==> src/rtl/ps2_pkg.sv <==
`default_nettype none
// ============================================================================
//  Module   : ps2_pkg
//  Purpose  : Shared types and constants for the PS/2 keyboard receiver.
//             Holds the frame FSM state encoding and the special scan-code
//             prefixes handled by the make-code filter.
//  Revision : 1.0 - initial release
// ============================================================================
package ps2_pkg;

    typedef enum logic [1:0] {
        ST_IDLE   = 2'd0,
        ST_DATA   = 2'd1,
        ST_PARITY = 2'd2,
        ST_STOP   = 2'd3
    } ps2_state_t;

    localparam logic [7:0] BREAK_CODE = 8'hF0;
    localparam logic [7:0] EXT_CODE   = 8'hE0;

    // Odd parity over the data byte and its parity bit.
    function automatic logic parity_ok(input logic [7:0] data, input logic par);
        return ^{data, par};
    endfunction

endpackage
`default_nettype wire

==> src/rtl/ps2_sync.sv <==
`default_nettype none
// ============================================================================
//  Module   : ps2_sync
//  Purpose  : Brings the raw PS/2 clock and data lines into the system clock
//             domain and flags falling edges of the PS/2 clock.
//  Ports    : clock    - system clock
//             reset    - synchronous active-high reset
//             ps2_clk  - raw PS/2 clock line (asynchronous)
//             ps2_data - raw PS/2 data line (asynchronous)
//             data_s   - synchronized data line
//             clk_fall - one-cycle strobe on a synchronized PS/2 clock fall
//  Revision : 1.0 - initial release
// ============================================================================
module ps2_sync
    import ps2_pkg::*;
(
    input  logic clock,
    input  logic reset,
    input  logic ps2_clk,
    input  logic ps2_data,
    output logic data_s,
    output logic clk_fall
);

    logic r_clk_meta;
    logic r_clk_sync;
    logic r_clk_prev;
    logic r_data_meta;
    logic r_data_sync;

    // Flops reset to 1, the idle level of an open-collector PS/2 line, so no
    // spurious edge appears when reset is released.
    always_ff @(posedge clock) begin
        if (reset) begin
            r_clk_meta  <= 1'b1;
            r_clk_sync  <= 1'b1;
            r_clk_prev  <= 1'b1;
            r_data_meta <= 1'b1;
            r_data_sync <= 1'b1;
        end else begin
            r_clk_meta  <= ps2_clk;
            r_clk_sync  <= r_clk_meta;
            r_clk_prev  <= r_clk_sync;
            r_data_meta <= ps2_data;
            r_data_sync <= r_data_meta;
        end
    end

    assign data_s   = r_data_sync;
    assign clk_fall = r_clk_prev & ~r_clk_sync;

endmodule
`default_nettype wire

==> src/rtl/ps2_receiver.sv <==
`default_nettype none
// ============================================================================
//  Module   : ps2_receiver
//  Purpose  : PS/2 keyboard frame receiver. Decodes 11-bit frames, checks
//             odd parity and the stop bit, abandons stalled frames, and
//             filters break/extended prefixes so only make codes reach the
//             scan_code output.
//  Ports    : clock     - system clock
//             reset     - synchronous active-high reset
//             ps2_clk   - raw PS/2 clock line
//             ps2_data  - raw PS/2 data line
//             scan_code - last accepted make code (held)
//             key_rdy   - one-cycle pulse for a new make code
//             frame_err - one-cycle pulse on parity/stop/timeout failure
//  Revision : 1.0 - initial release
// ============================================================================
module ps2_receiver
    import ps2_pkg::*;
#(
    parameter int TIMEOUT_CYCLES = 50000
) (
    input  logic       clock,
    input  logic       reset,
    input  logic       ps2_clk,
    input  logic       ps2_data,
    output logic [7:0] scan_code,
    output logic       key_rdy,
    output logic       frame_err
);

    localparam int              C_TO_W    = $clog2(TIMEOUT_CYCLES + 1);
    localparam logic [C_TO_W-1:0] C_TO_LAST = C_TO_W'(TIMEOUT_CYCLES - 1);

    logic w_data_s;
    logic w_clk_fall;

    ps2_state_t        r_state;
    logic [2:0]        r_bit_cnt;
    logic [7:0]        r_shift;
    logic              r_par;
    logic              r_break;
    logic [C_TO_W-1:0] r_to_cnt;
    logic [7:0]        r_scan;
    logic              r_key_rdy;
    logic              r_frame_err;

    ps2_sync u_sync (
        .clock    (clock),
        .reset    (reset),
        .ps2_clk  (ps2_clk),
        .ps2_data (ps2_data),
        .data_s   (w_data_s),
        .clk_fall (w_clk_fall)
    );

    always_ff @(posedge clock) begin
        if (reset) begin
            r_state     <= ST_IDLE;
            r_bit_cnt   <= 3'd0;
            r_shift     <= 8'h00;
            r_par       <= 1'b0;
            r_break     <= 1'b0;
            r_to_cnt    <= '0;
            r_scan      <= 8'h00;
            r_key_rdy   <= 1'b0;
            r_frame_err <= 1'b0;
        end else begin
            r_key_rdy   <= 1'b0;
            r_frame_err <= 1'b0;

            if (r_state == ST_IDLE) begin
                r_to_cnt <= '0;
                // A high sample on a falling edge is line noise, not a start bit.
                if (w_clk_fall && !w_data_s) begin
                    r_state   <= ST_DATA;
                    r_bit_cnt <= 3'd0;
                end
            end else if (w_clk_fall) begin
                r_to_cnt <= '0;
                if (r_state == ST_DATA) begin
                    r_shift   <= {w_data_s, r_shift[7:1]};   // LSB arrives first
                    r_bit_cnt <= r_bit_cnt + 3'd1;
                    if (r_bit_cnt == 3'd7) begin
                        r_state <= ST_PARITY;
                    end
                end else if (r_state == ST_PARITY) begin
                    r_par   <= w_data_s;
                    r_state <= ST_STOP;
                end else begin
                    r_state <= ST_IDLE;
                    if (w_data_s && parity_ok(r_shift, r_par)) begin
                        if (r_shift == BREAK_CODE) begin
                            r_break <= 1'b1;
                        end else if (r_shift == EXT_CODE) begin
                            // Extended prefix carries no key identity; break state survives it.
                        end else if (r_break) begin
                            r_break <= 1'b0;                  // release code: swallow it
                        end else begin
                            r_scan    <= r_shift;
                            r_key_rdy <= 1'b1;
                        end
                    end else begin
                        r_frame_err <= 1'b1;
                        r_break     <= 1'b0;
                    end
                end
            end else if (r_to_cnt == C_TO_LAST) begin
                // Stalled mid-frame: drop the partial byte and resynchronize.
                r_state     <= ST_IDLE;
                r_to_cnt    <= '0;
                r_shift     <= 8'h00;
                r_frame_err <= 1'b1;
                r_break     <= 1'b0;
            end else begin
                r_to_cnt <= r_to_cnt + C_TO_W'(1);
            end
        end
    end

    assign scan_code = r_scan;
    assign key_rdy   = r_key_rdy;
    assign frame_err = r_frame_err;

endmodule
`default_nettype wire
==> config.mk <==
export PLATFORM = sky130hd
export DESIGN_NAME = ps2_receiver
export DESIGN_NICKNAME = d
export VERILOG_FILES = /design/src/rtl/ps2_pkg.sv /design/src/rtl/ps2_sync.sv /design/src/rtl/ps2_receiver.sv
export SDC_FILE = /design/constraint.sdc
export NUM_CORES = 1
export LEC_CHECK = 0
export CAP_MARGIN = 20
export CELL_PAD_IN_SITES_DETAIL_PLACEMENT = 2
export CELL_PAD_IN_SITES_GLOBAL_PLACEMENT = 2
export CORE_MARGIN = 3
export CORE_UTILIZATION = 38
export CTS_BUF_LIST = sky130_fd_sc_hd__clkbuf_4
export DETAILED_ROUTE_END_ITERATION = 10
export PLACE_DENSITY = 0.8
export SLEW_MARGIN = 25
export SYNTH_ARGS = -nofsm -noshare
export SYNTH_HDL_FRONTEND = slang
export SYNTH_SLANG_ARGS = --single-unit
==> constraint.sdc <==
create_clock -name clock -period 2.3 [get_ports clock]
set_input_delay 0.69 -clock clock [delete_from_list [all_inputs] [get_ports clock]]
set_output_delay 0.69 -clock clock [all_outputs]
set_load 0.01 [all_outputs]
==> summary.md, run 1 <==
| Metric | Value |
|---|---|
| Max Fclk | 502.0 MHz |
| DIE WIDTH | 78.97 µm |
| Crit. End Element | register |
| Ratio of cells with drive above 1 in the final layout | 0.09871 |
| Post-DRT Antenna Nets | 0 |
| Total number of H-tree levels | 2 |
| Fin crit share | 0.8660 |
| Mean Syn Cell Area | 9.410 µm² |
| ANT cells | 0 |
| Psw | 0.0002712 W |
| Synth Cell Area | 2023 µm² |
| RSZ-0062 raised after global routing | false |
| Initial core utilization | 0.4094 |
| Yosys warning total | 0 |
| DRC | 0 |
| Slew Limit Fails | 0 |
| Initial antenna violation count | 0 |
| CTS buffer count | 5 |
| Req. time, crit path | 2.54 ns |
| Buffers on Ports | 13 |
| Worst setup margin | 0.3081 ns |
| Post-synthesis mux area share | 0.06061 |
| Fraction of registers with async set/reset | 0 |
| Leakage power | 0.8574 nW |
| Nets | 242 |
| CTS tree | yes |
| Sw frac | 0.2235 |
| Site row count | 25 |
| FF/Latch Area | 920.9 µm² |
| Sequential area share after synthesis | 0.4552 |
| Total Wirelength | 4.903 mm |
| Clk buf depth | 2 |
| DRT iter0 DRCs | 39 |
| Hold Path Class | reg2reg |
| Worst slew pin tran | 0.5876 ns |
| Fillers | 566 |
| Unique masters post-synth | 41 |
| Setup Crit Path Kind | reg2reg |
| Clk_lat worst skew | 0.35 ns |
| Place WS | 0.2259 ns |
| Die Span Y | 78.97 µm |
| Clock slew at reported path FFs | 0.13 ns |
| Most frequent cells in the layout | 46 x dfxtp_1, 29 x nand2_1, 24 x nor2_1 |
| Max-cap violations | 0 |
| Number of global-route vias before repair | 1803 |
| Adder-cell share of the synthesized area | 0.03711 |
| Post-synthesis net count | 225 |
| Most common cell after layout, fill and taps aside | dfxtp_1 |
| Setup violations, final | 0 |
| Top FF cell, synth | dfxtp_1 |
| First-pass GRT wire length | 8.956 mm |
| Worst Skew | 0.006557 ns |
| I/O pin count | 14 |
| Fin area | 2293 µm² |
| Part of the power in registers | 0.662 |
| Worst EP arrival | 2.23 ns |
| Setup TNS | 0 ns |
| Final Critical Period | 1.992 ns |
| Gr usage total | 0.1830 |
| Clock power share | 0.309 |
| Number of flops mapped to enable cells by yosys | 0 |
| Worst Setup Start Kind | register |
| GPL Wtd Cong | 0.7794 |
| #FFs+latches synth | 46 |
| Pwr dens | 529.0 nW/µm² |
| DR pass1 iterations | 4 |
| VDD IR max | 330.9 µV |
| Wire length per cell | 16.34 µm |
| CP max FO | 8 |
| Largest net degree at the start of global routing | 19 |
| Clock sinks | 46 |
| Final HPWL DP | 3.821 mm |
| Largest family of logic cells by synthesized area | simple AND/OR/NAND/NOR gates |
| CTS Root Cell | clkbuf_4 |
| Via count | 1587 |
| Via density | 5.290 |
| Xor/xnor cell area share of the yosys netlist | 0.1014 |
| Post-CTS Setup Bufs | 0 |
| Simple logic cell fraction of the synthesized area | 0.2591 |
| Relative slew slack | 0.6083 |
| Synth-to-Final Area Change | 13.36% |
| CTS resizes | 0 |
| P_int | 0.0009421 W |
| Outcome | finished clean |
| Mapped Cells | 215 |
| Hold buffers post-CTS | 0 |
| Fin. Hold Viols | 0 |
| Die area | 6235 µm² |
| Area fraction in compound gates after synthesis | 0.06370 |
| Core area | 4942 µm² |
| Total congestion overflow | 0 |
| Multi-input logic area | 1056 µm² |
| Comb pwr share | 0.029 |
| Area post-placement | 2240 µm² |
worst paths after layout:
path / from / endpoint / slack (ns) / cells after the start
worst min-delay path: u_sync.r_data_meta / u_sync.data_s / 0.43 / 1
worst max register to register: r_to_cnt[4] / r_shift[7] / 0.31 / 5
worst min register to register: u_sync.r_data_meta / u_sync.data_s / 0.43 / 1
worst max-delay path: r_to_cnt[4] / r_shift[7] / 0.31 / 5
cell families after synthesis:
group                      count (synthesis)
AOI/OAI and AO/OA                         19
xor gates and xnor gates                  21
adders and majority gates                  6
buffers and inverters                     12
DFF                                       46
muxes                                     12
and+or+nand+nor                           99
state kept, by name, indices dropped and copies added, names as in the netlist:
name                count
scan_code               8
r_bit_cnt               3
u_sync.r_data_meta      1
u_sync.r_clk_prev       1
u_sync.r_clk_meta       1
u_sync.r_clk_sync       1
u_sync.data_s           1
r_break                 1
frame_err               1
r_state                 2
r_shift                 8
r_to_cnt               16
key_rdy                 1
r_par                   1
cell usage after synthesis (2+ instances only):
master,n,area share
dfxtp_1,46,0.46
nand2_1,29,0.054
nor2_1,24,0.045
mux2i_1,10,0.049
nand3_1,10,0.025
xnor2_1,10,0.043
and3_1,9,0.028
xor2_1,9,0.039
o22ai_1,7,0.022
clkbuf_1,6,0.011
ha_1,6,0.037
or2_2,5,0.015
a21oi_1,4,0.0099
inv_1,4,0.0074
nor4_1,4,0.012
nand4_1,3,0.0093
nand4b_1,3,0.013
mux2_2,2,0.011
nand2b_1,2,0.0062
routing by layer:
| metal | wire, µm | vias up | global-route usage | share of wire |
|---|---|---|---|---|
| met3 | 126 | 8 | 0.03401 | 0.026 |
| li1 | - | 777 | - | - |
| met2 | 2526 | 19 | 0.3249 | 0.52 |
| met1 | 2175 | 783 | 0.2207 | 0.44 |
| met4 | 76 | 0 | 0.06186 | 0.016 |
| met5 | 0 | - | 0 | 0 |
metrics by stage:
step | total power [W] | hold WS (ns) | utilization | std cells
final | 0.001213 | 0.4257 | 0.4641 | 300
after global routing | 0.001284 | 0.4647 | 0.4641 | 300
after CTS | 0.001237 | 0.4312 | 0.4641 | 300
after detailed placement | 0.0008567 | 0.3997 | 0.4532 | 292
after global placement | 0.0008544 | 0.3933 | 0.4532 | 292
after floorplan | 0.0008407 | 0.3895 | - | 215
area by class of cell:
| type | instances | share of cell area |
|---|---|---|
| inverter | 5 | 0.008183 |
| clock inverter | 2 | 0.003819 |
| timing repair buffer | 17 | 0.06983 |
| sequential | 46 | 0.4015 |
| clock buffer | 6 | 0.01964 |
| tap | 67 | 0.03655 |
| multi-input combinational | 157 | 0.4604 |
worst max-delay path, stage by stage, from the launching register on:
cell and delay [ns]:
dfxtp_1 0.40, or3_1 0.41, nor3_2 0.24, nand3_1 0.25
a21oi_2 0.43, o32ai_1 0.15
power by group through the flow:
stage | clock (W) | combinational [W] | sequential [W]
2_1_floorplan | 0 | 0.0000208 | 0.000820
3_3_place_gp | 0 | 0.0000341 | 0.000820
3_5_place_dp | 0 | 0.0000361 | 0.000821
4_1_cts | 0.000397 | 0.0000363 | 0.000803
5_1_grt | 0.000440 | 0.0000402 | 0.000804
6_report | 0.000375 | 0.0000354 | 0.000803
Note: power is estimated with default switching activity, not from simulation.
==> inputs of run 2 (changes only) <==
--- a/config.mk
+++ b/config.mk
@@ -13,6 +13,7 @@
 export CTS_BUF_LIST = sky130_fd_sc_hd__clkbuf_4
 export DETAILED_ROUTE_END_ITERATION = 10
 export PLACE_DENSITY = 0.8
+export SKIP_CTS_REPAIR_TIMING = 1
 export SLEW_MARGIN = 25
 export SYNTH_ARGS = -nofsm -noshare
 export SYNTH_HDL_FRONTEND = slang
==> results of run 2 <==
Same layout as run 1: the final DEF is identical, and so are final timing and power.
==> inputs of run 3 (changes only) <==
--- a/config.mk
+++ b/config.mk
@@ -8,7 +8,7 @@
 export CAP_MARGIN = 20
 export CELL_PAD_IN_SITES_DETAIL_PLACEMENT = 2
 export CELL_PAD_IN_SITES_GLOBAL_PLACEMENT = 2
-export CORE_MARGIN = 3
+export CORE_MARGIN = 2
 export CORE_UTILIZATION = 38
 export CTS_BUF_LIST = sky130_fd_sc_hd__clkbuf_4
 export DETAILED_ROUTE_END_ITERATION = 10
==> run 3 against run 2 <==
Net effect:
- maximum frequency up 1.2%
- largest cell class unchanged
- count of clock-buffer cells in the layout unchanged
- first-iteration DRC count down 15%
- highest routed layer unchanged
- clock power up 3%
- non-clock buffer count unchanged
- setup slack better by 0.024 ns
- power up 0.86%
- wire length down 2.7%
- sequential power about the same
- die area down 5.0%
==> summary.md, run 3 (synthesis results as in run 1) <==
| Metric | Value |
|---|---|
| CTS tree | yes |
| Wire length per cell | 15.74 µm (-3.7%) |
| Leakage power | 0.8574 nW (unchanged) |
| Overall Power | 0.001224 W (+0.86%) |
| Outcome | finished clean |
| Hold Path Class | reg2reg |
| Clk_lat worst skew | 0.36 ns (about the same) |
| Total congestion overflow | 0 (unchanged) |
| CTS buffer count | 5 (unchanged) |
| Setup slack, reg-to-reg | 0.36 ns (+0.05 ns) |
| Worst Skew | 0.006981 ns (+0.0004244 ns) |
| Max-cap violations | 0 (unchanged) |
| DR pass1 iterations | 4 (unchanged) |
| Critical path buffers and inverters | 1 (+1) |
| P_int | 0.0009423 W (about the same) |
| Fin crit share | 0.8557 (-0.01037) |
| Relative slew slack | 0.6087 (about the same) |
| Pwr dens | 532.7 nW/µm² (+0.70%) |
| Place WS | 0.1929 ns (-0.03302 ns) |
| RSZ-0062 raised after global routing | false |
| Largest net degree at the start of global routing | 19 (unchanged) |
| Comb pwr share | 0.029 (about the same) |
| Post-placement cell count | 295 (+1.0%) |
| DRT iter0 DRCs | 33 (-15%) |
| CP peak stage delay | 0.55 ns (+0.12 ns) |
| Setup Crit Path Kind | reg2out |
| Fin. Hold Viols | 0 (unchanged) |
| Post-DRT Antenna Nets | 0 (unchanged) |
| Total Wirelength | 4.769 mm (-2.7%) |
| Hold-critical path endpoint | u_sync.data_s |
| Worst Setup Start Kind | register |
| Most frequent cells in the layout | 46 x dfxtp_1, 29 x nand2_1, 24 x nor2_1 |
| GPL Wtd Cong | 0.7806 (+0.15%) |
| Hold_sp | u_sync.r_data_meta |
| First-pass GRT wire length | 8.321 mm (-7.1%) |
| Core area | 5107 µm² (+3.3%) |
| Clock slew at reported path FFs | 0.13 ns (about the same) |
| Slew Limit Fails | 0 (unchanged) |
| Req. time, crit path | 1.61 ns (-0.93 ns) |
| Synth-to-Final Area Change | 13.54% |
| Most common cell after layout, fill and taps aside | dfxtp_1 |
| Setup TNS | 0 ns (unchanged) |
| Slowest cell on the critical path | clkdlybuf4s50_1 |
| Worst slew pin tran | 0.5869 ns (-0.0006765 ns) |
| ANT cells | 0 (unchanged) |
| Total number of H-tree levels | 2 (unchanged) |
| Biggest register | r_to_cnt |
| Psw | 0.0002814 W (+3.8%) |
| CP max FO | 2 (-6) |
| CTS Root Cell | clkbuf_4 |
| Part of the power in registers | 0.656 (-0.006) |
| Worst EP arrival | 1.28 ns (-0.95 ns) |
| Die Span Y | 76.97 µm (-2.5%) |
| Initial antenna violation count | 0 (unchanged) |
| DRC | 0 (unchanged) |
| I/O pin count | 14 (unchanged) |
| Flip-flop count of the largest register after layout | 16 (unchanged) |
| Clock sinks | 46 (unchanged) |
| Buffers on Ports | 13 (unchanged) |
| Final Critical Period | 1.968 ns (-0.02386 ns) |
| Nets | 242 (unchanged) |
| Reg-to-reg critical path endpoint | r_shift[7] |
| Reg2Reg Depth | 5 (unchanged) |
| Via count | 1598 (+0.69%) |
| Layout Cells excl Fill | 303 (+1.0%) |
| Clock power share | 0.315 (+0.006) |
| Worst hold slack | 0.4323 ns (+0.006574 ns) |
| CP top delay family | buffers and inverters |
| Via density | 5.274 (-0.30%) |
| Clk buf depth | 2 (unchanged) |
| Crit. End Element | output port |
| Site row count | 26 (+4.0%) |
| Final HPWL DP | 3.670 mm (-4.0%) |
| Die area | 5924 µm² (-5.0%) |
| DIE WIDTH | 76.97 µm (-2.5%) |
| Initial core utilization | 0.3961 (-0.01324) |
| Sw frac | 0.2300 (+0.006437) |
| Max Fclk | 508.1 MHz (+1.2%) |
| Gr usage total | 0.1762 (-0.006799) |
| WHS Path Cells | 1 (unchanged) |
| Setup violations, final | 0 (unchanged) |
| Worst path cell trace | clkdlybuf4s50_1 |
| Worst setup margin | 0.3320 ns (+0.02386 ns) |
| Worst reg2reg path startpoint | r_to_cnt[4] |
| VDD IR max | 254.5 µV (-23%) |
| Ratio of cells with drive above 1 in the final layout | 0.09871 (unchanged) |
| Number of global-route vias before repair | 1693 (-6.1%) |
-- run 3: layout make-up --
cell class | count | area, µm²
Clock buffer | 6 | 45.04
Tap cell | 70 | 87.58
Clock inverter | 2 | 8.758
Timing Repair Buffer | 17 | 160.2
Inverter | 5 | 18.77
Fill cell | 571 | 2810
Multi-Input combinational cell | 157 | 1056
Sequential cell | 46 | 920.9
-- run 3: layer usage --
layer  track usage  share of wire
met5             0              0
met2        0.3018           0.51
met1        0.2242           0.46
met4       0.04909          0.011
met3       0.03647          0.026
-- run 3: stage by stage --
| stage | instance area [µm²] | utilization |
|---|---|---|
| after CTS | 2297 | 0.4498 |
| after floorplan | 2023 | - |
| after detailed placement | 2243 | 0.4392 |
| after global placement | 2243 | 0.4392 |
| after global routing | 2297 | 0.4498 |
| final | 2297 | 0.4498 |
-- run 3: power groups by stage --
stage | combinational (W) | sequential, W | clock (W)
after floorplan | 0.0000208 | 0.000820 | 0
after global placement | 0.0000339 | 0.000820 | 0
after detailed placement | 0.0000358 | 0.000821 | 0
after CTS | 0.0000359 | 0.000803 | 0.000402
after global routing | 0.0000390 | 0.000804 | 0.000435
final | 0.0000350 | 0.000803 | 0.000386
-- run 3: worst max-delay path by stage --
| stage | from | end | slack, ns | cells past startpoint |
|---|---|---|---|---|
| 2_1_floorplan | r_to_cnt[4] | r_break | 0.63 | 5 |
| 5_1_grt | r_to_cnt[4] | r_shift[6] | 0.18 | 5 |
| 4_1_cts | scan_code[3] | scan_code[3] | 0.30 | 1 |
| 3_3_place_gp | reset | key_rdy | 0.28 | 5 |
| 3_5_place_dp | reset | r_to_cnt[14] | 0.19 | 5 |
| 6_report | scan_code[3] | scan_code[3] | 0.33 | 1 |
-- run 3: worst reg2reg max path: stages (launching register included) --
cell	delay, ns
dfxtp_1	0.39
or3_1	0.40
nor3_2	0.21
nand3_1	0.24
a21oi_2	0.43
o32ai_1	0.15
==> edit (flow settings as in run 2) <==
`TIMEOUT_CYCLES`: 50000 -> 100000.
--- a/src/rtl/ps2_receiver.sv
+++ b/src/rtl/ps2_receiver.sv
@@ -17,7 +17,7 @@
 module ps2_receiver
     import ps2_pkg::*;
 #(
-    parameter int TIMEOUT_CYCLES = 50000
+    parameter int TIMEOUT_CYCLES = 100000
 ) (
     input  logic       clock,
     input  logic       reset,
Formal check against the unedited RTL: same outputs for any inputs over 10 cycles, from zero or initial values and one cycle with reset high; that may be too few to reach the edited logic, so the function may still have changed.
==> edit against run 2 <==
  * Worst setup slack got worse by 0.055 ns
  * Total power rose by 3.9%
  * Largest power group unchanged
  * Design area is 6.2% higher
  * Synthesized area increased by 5.9%
  * Non-clock buffer count is 2 higher
  * First-iteration DRC count decreased by 5.1%
  * Critical endpoint is now scan_code[0]
  * Sequential power is 2% higher
  * Clock skew up 0.0074 ns
  * Sequential cell count grew 1
  * Wire length increased by 6.2%
==> edit: results (changes against run 2) <==
| Metric | Value |
|---|---|
| Outcome | `finished, final reports clean` |
| Clock Skew | `0.01399 ns (+0.007434 ns)` |
| Synth cell count leaders | `47 x dfxtp_1, 34 x nor2_1, 14 x nand2_1, 12 x xnor2_1, 10 x mux2i_1` |
| Worst VDD drop | `377.9 µV (+14%)` |
| Ant diodes | `0 (unchanged)` |
| Synthesized instance count | `221 (+2.8%)` |
| GRT Total Usage | `17.60% (-0.70 points)` |
| Dpl cells | `301 (+3.1%)` |
| Routed wire length | `5.205 mm (+6.2%)` |
| Hold_ws | `0.4323 ns (+0.006660 ns)` |
| CTS buffer count | `5 (unchanged)` |
| Worst path max stage delay | `0.39 ns (-0.04 ns)` |
| R2r setup slk | `0.25 ns (-0.05 ns)` |
| Net Sw Frac | `24.14% (+1.8 points)` |
| Synth Area in Adders | `3.503% (-0.21 points)` |
| Arrival @ worst endpoint | `2.30 ns (+0.07 ns)` |
| Pre-antenna DRT Iters | `4 (unchanged)` |
| Fin cells | `310 (+3.3%)` |
| Clock-pin slew on the worst setup and hold paths | `0.15 ns (+0.02 ns)` |
| Hold Path Stages | `1 (unchanged)` |
| Crit path capture | `scan_code[0]` |
| Worst Reg-to-Reg Cells | `8 (+3)` |
| HP Class | `reg -> reg` |
| Yosys cell types | `47 (+15%)` |
| Area fraction in compound gates after synthesis | `9.048% (+2.7 points)` |
| Max reg flops | `17 (+1)` |
| Fin nets | `249 (+2.9%)` |
| XOR/XNOR Fraction of Synth Area | `11.03% (+0.89 points)` |
| Gpl congestion | `0.7660 (-1.7%)` |
| Static Leak | `0.7988 nW (-6.8%)` |
| Dpl hpwl | `3.826 mm (+0.13%)` |
| Max clock buf depth | `2 (unchanged)` |
| DR iter-0 viols | `37 (-5.1%)` |
| Share of cells above drive strength 1 | `13.33% (+3.5 points)` |
| Vias in the first global route | `1,789 (-0.78%)` |
| Top cells by area, synth | `dfxtp_1 44%, nor2_1 6.0%, xnor2_1 4.9%` |
| H-tree Lvls | `2 (unchanged)` |
| DR vias/cell | `5.216 (-1.4%)` |
| First-pass GRT wire length | `8.942 mm (-0.16%)` |
| Seq/Total Area, Yosys | `43.90% (-1.6 points)` |
| Worst slew margin | `60.44% (-0.39 points)` |
| Share of the synthesized area in the top cell type | `43.90% (-1.6 points)` |
| Biggest register | `r_to_cnt` |
| CP max stage cell | `dfxtp_1` |
| Post-synthesis mux area share | `5.721% (-0.34 points)` |
| Synthesized net count | `231 (+2.7%)` |
| Largest net degree at the start of global routing | `30 (+11)` |
| R2R Path Start | `r_state[1]` |
edit: per-layer routing:
metal / GRT usage, % / vias up / routed length [µm]
li1: - / 801 / -
met2: 31.20 / 19 / 2623
met1: 21.80 / 791 / 2349
met5: 0 / - / 0
met3: 3.437 / 6 / 152
met4: 4.392 / 0 / 79
edit: per-stage QoR:
step / power [mW] / area (µm²) / setup WS, ns / utilization, %
final: 1.260 / 2436 / 0.2531 / 46.23
after floorplan: 0.8543 / 2143 / 0.4148 / -
after detailed placement: 0.8669 / 2356 / 0.01719 / 44.71
after CTS: 1.288 / 2416 / 0.1488 / 45.85
after global placement: 0.8652 / 2356 / 0.07947 / 44.71
after global routing: 1.319 / 2436 / 0.04443 / 46.23
edit: final cells by class:
cell class | count | area [µm²]
Fill cell | 593 | 2834
Multi-Input combinational cell | 159 | 1134
Sequential cell | 47 | 940.9
Timing Repair Buffer | 19 | 187.7
Tap cell | 70 | 87.58
Clock buffer | 5 | 37.54
Inverter | 7 | 26.28
Clock inverter | 3 | 22.52
edit: kinds of logic after synthesis:
family,count (synthesis)
AO/OA/AOI/OAI,25
XOR/XNOR,22
adder cells (fa/ha/maj),6
buffers and inverters,15
flip-flops,47
multiplexers,11
AND/OR/NAND/NOR,95
edit: critical path, delay by kind of cell (launching register included):
kind,cells,cell delay (ns)
muxes,2,0.41
and+or+nand+nor,2,0.40
DFF,1,0.39
adders and majority gates,1,0.28
buffers and inverters,2,0.23
AOI/OAI and AO/OA,1,0.23
edit: power groups by stage:
stage | Sequential (mW) | Combinational, mW | Clock [mW]
floorplan | 0.838 | 0.0168 | 0
global placement | 0.837 | 0.0279 | 0
detailed placement | 0.838 | 0.0291 | 0
CTS | 0.821 | 0.0295 | 0.438
global route | 0.821 | 0.0317 | 0.466
finish | 0.820 | 0.0289 | 0.411
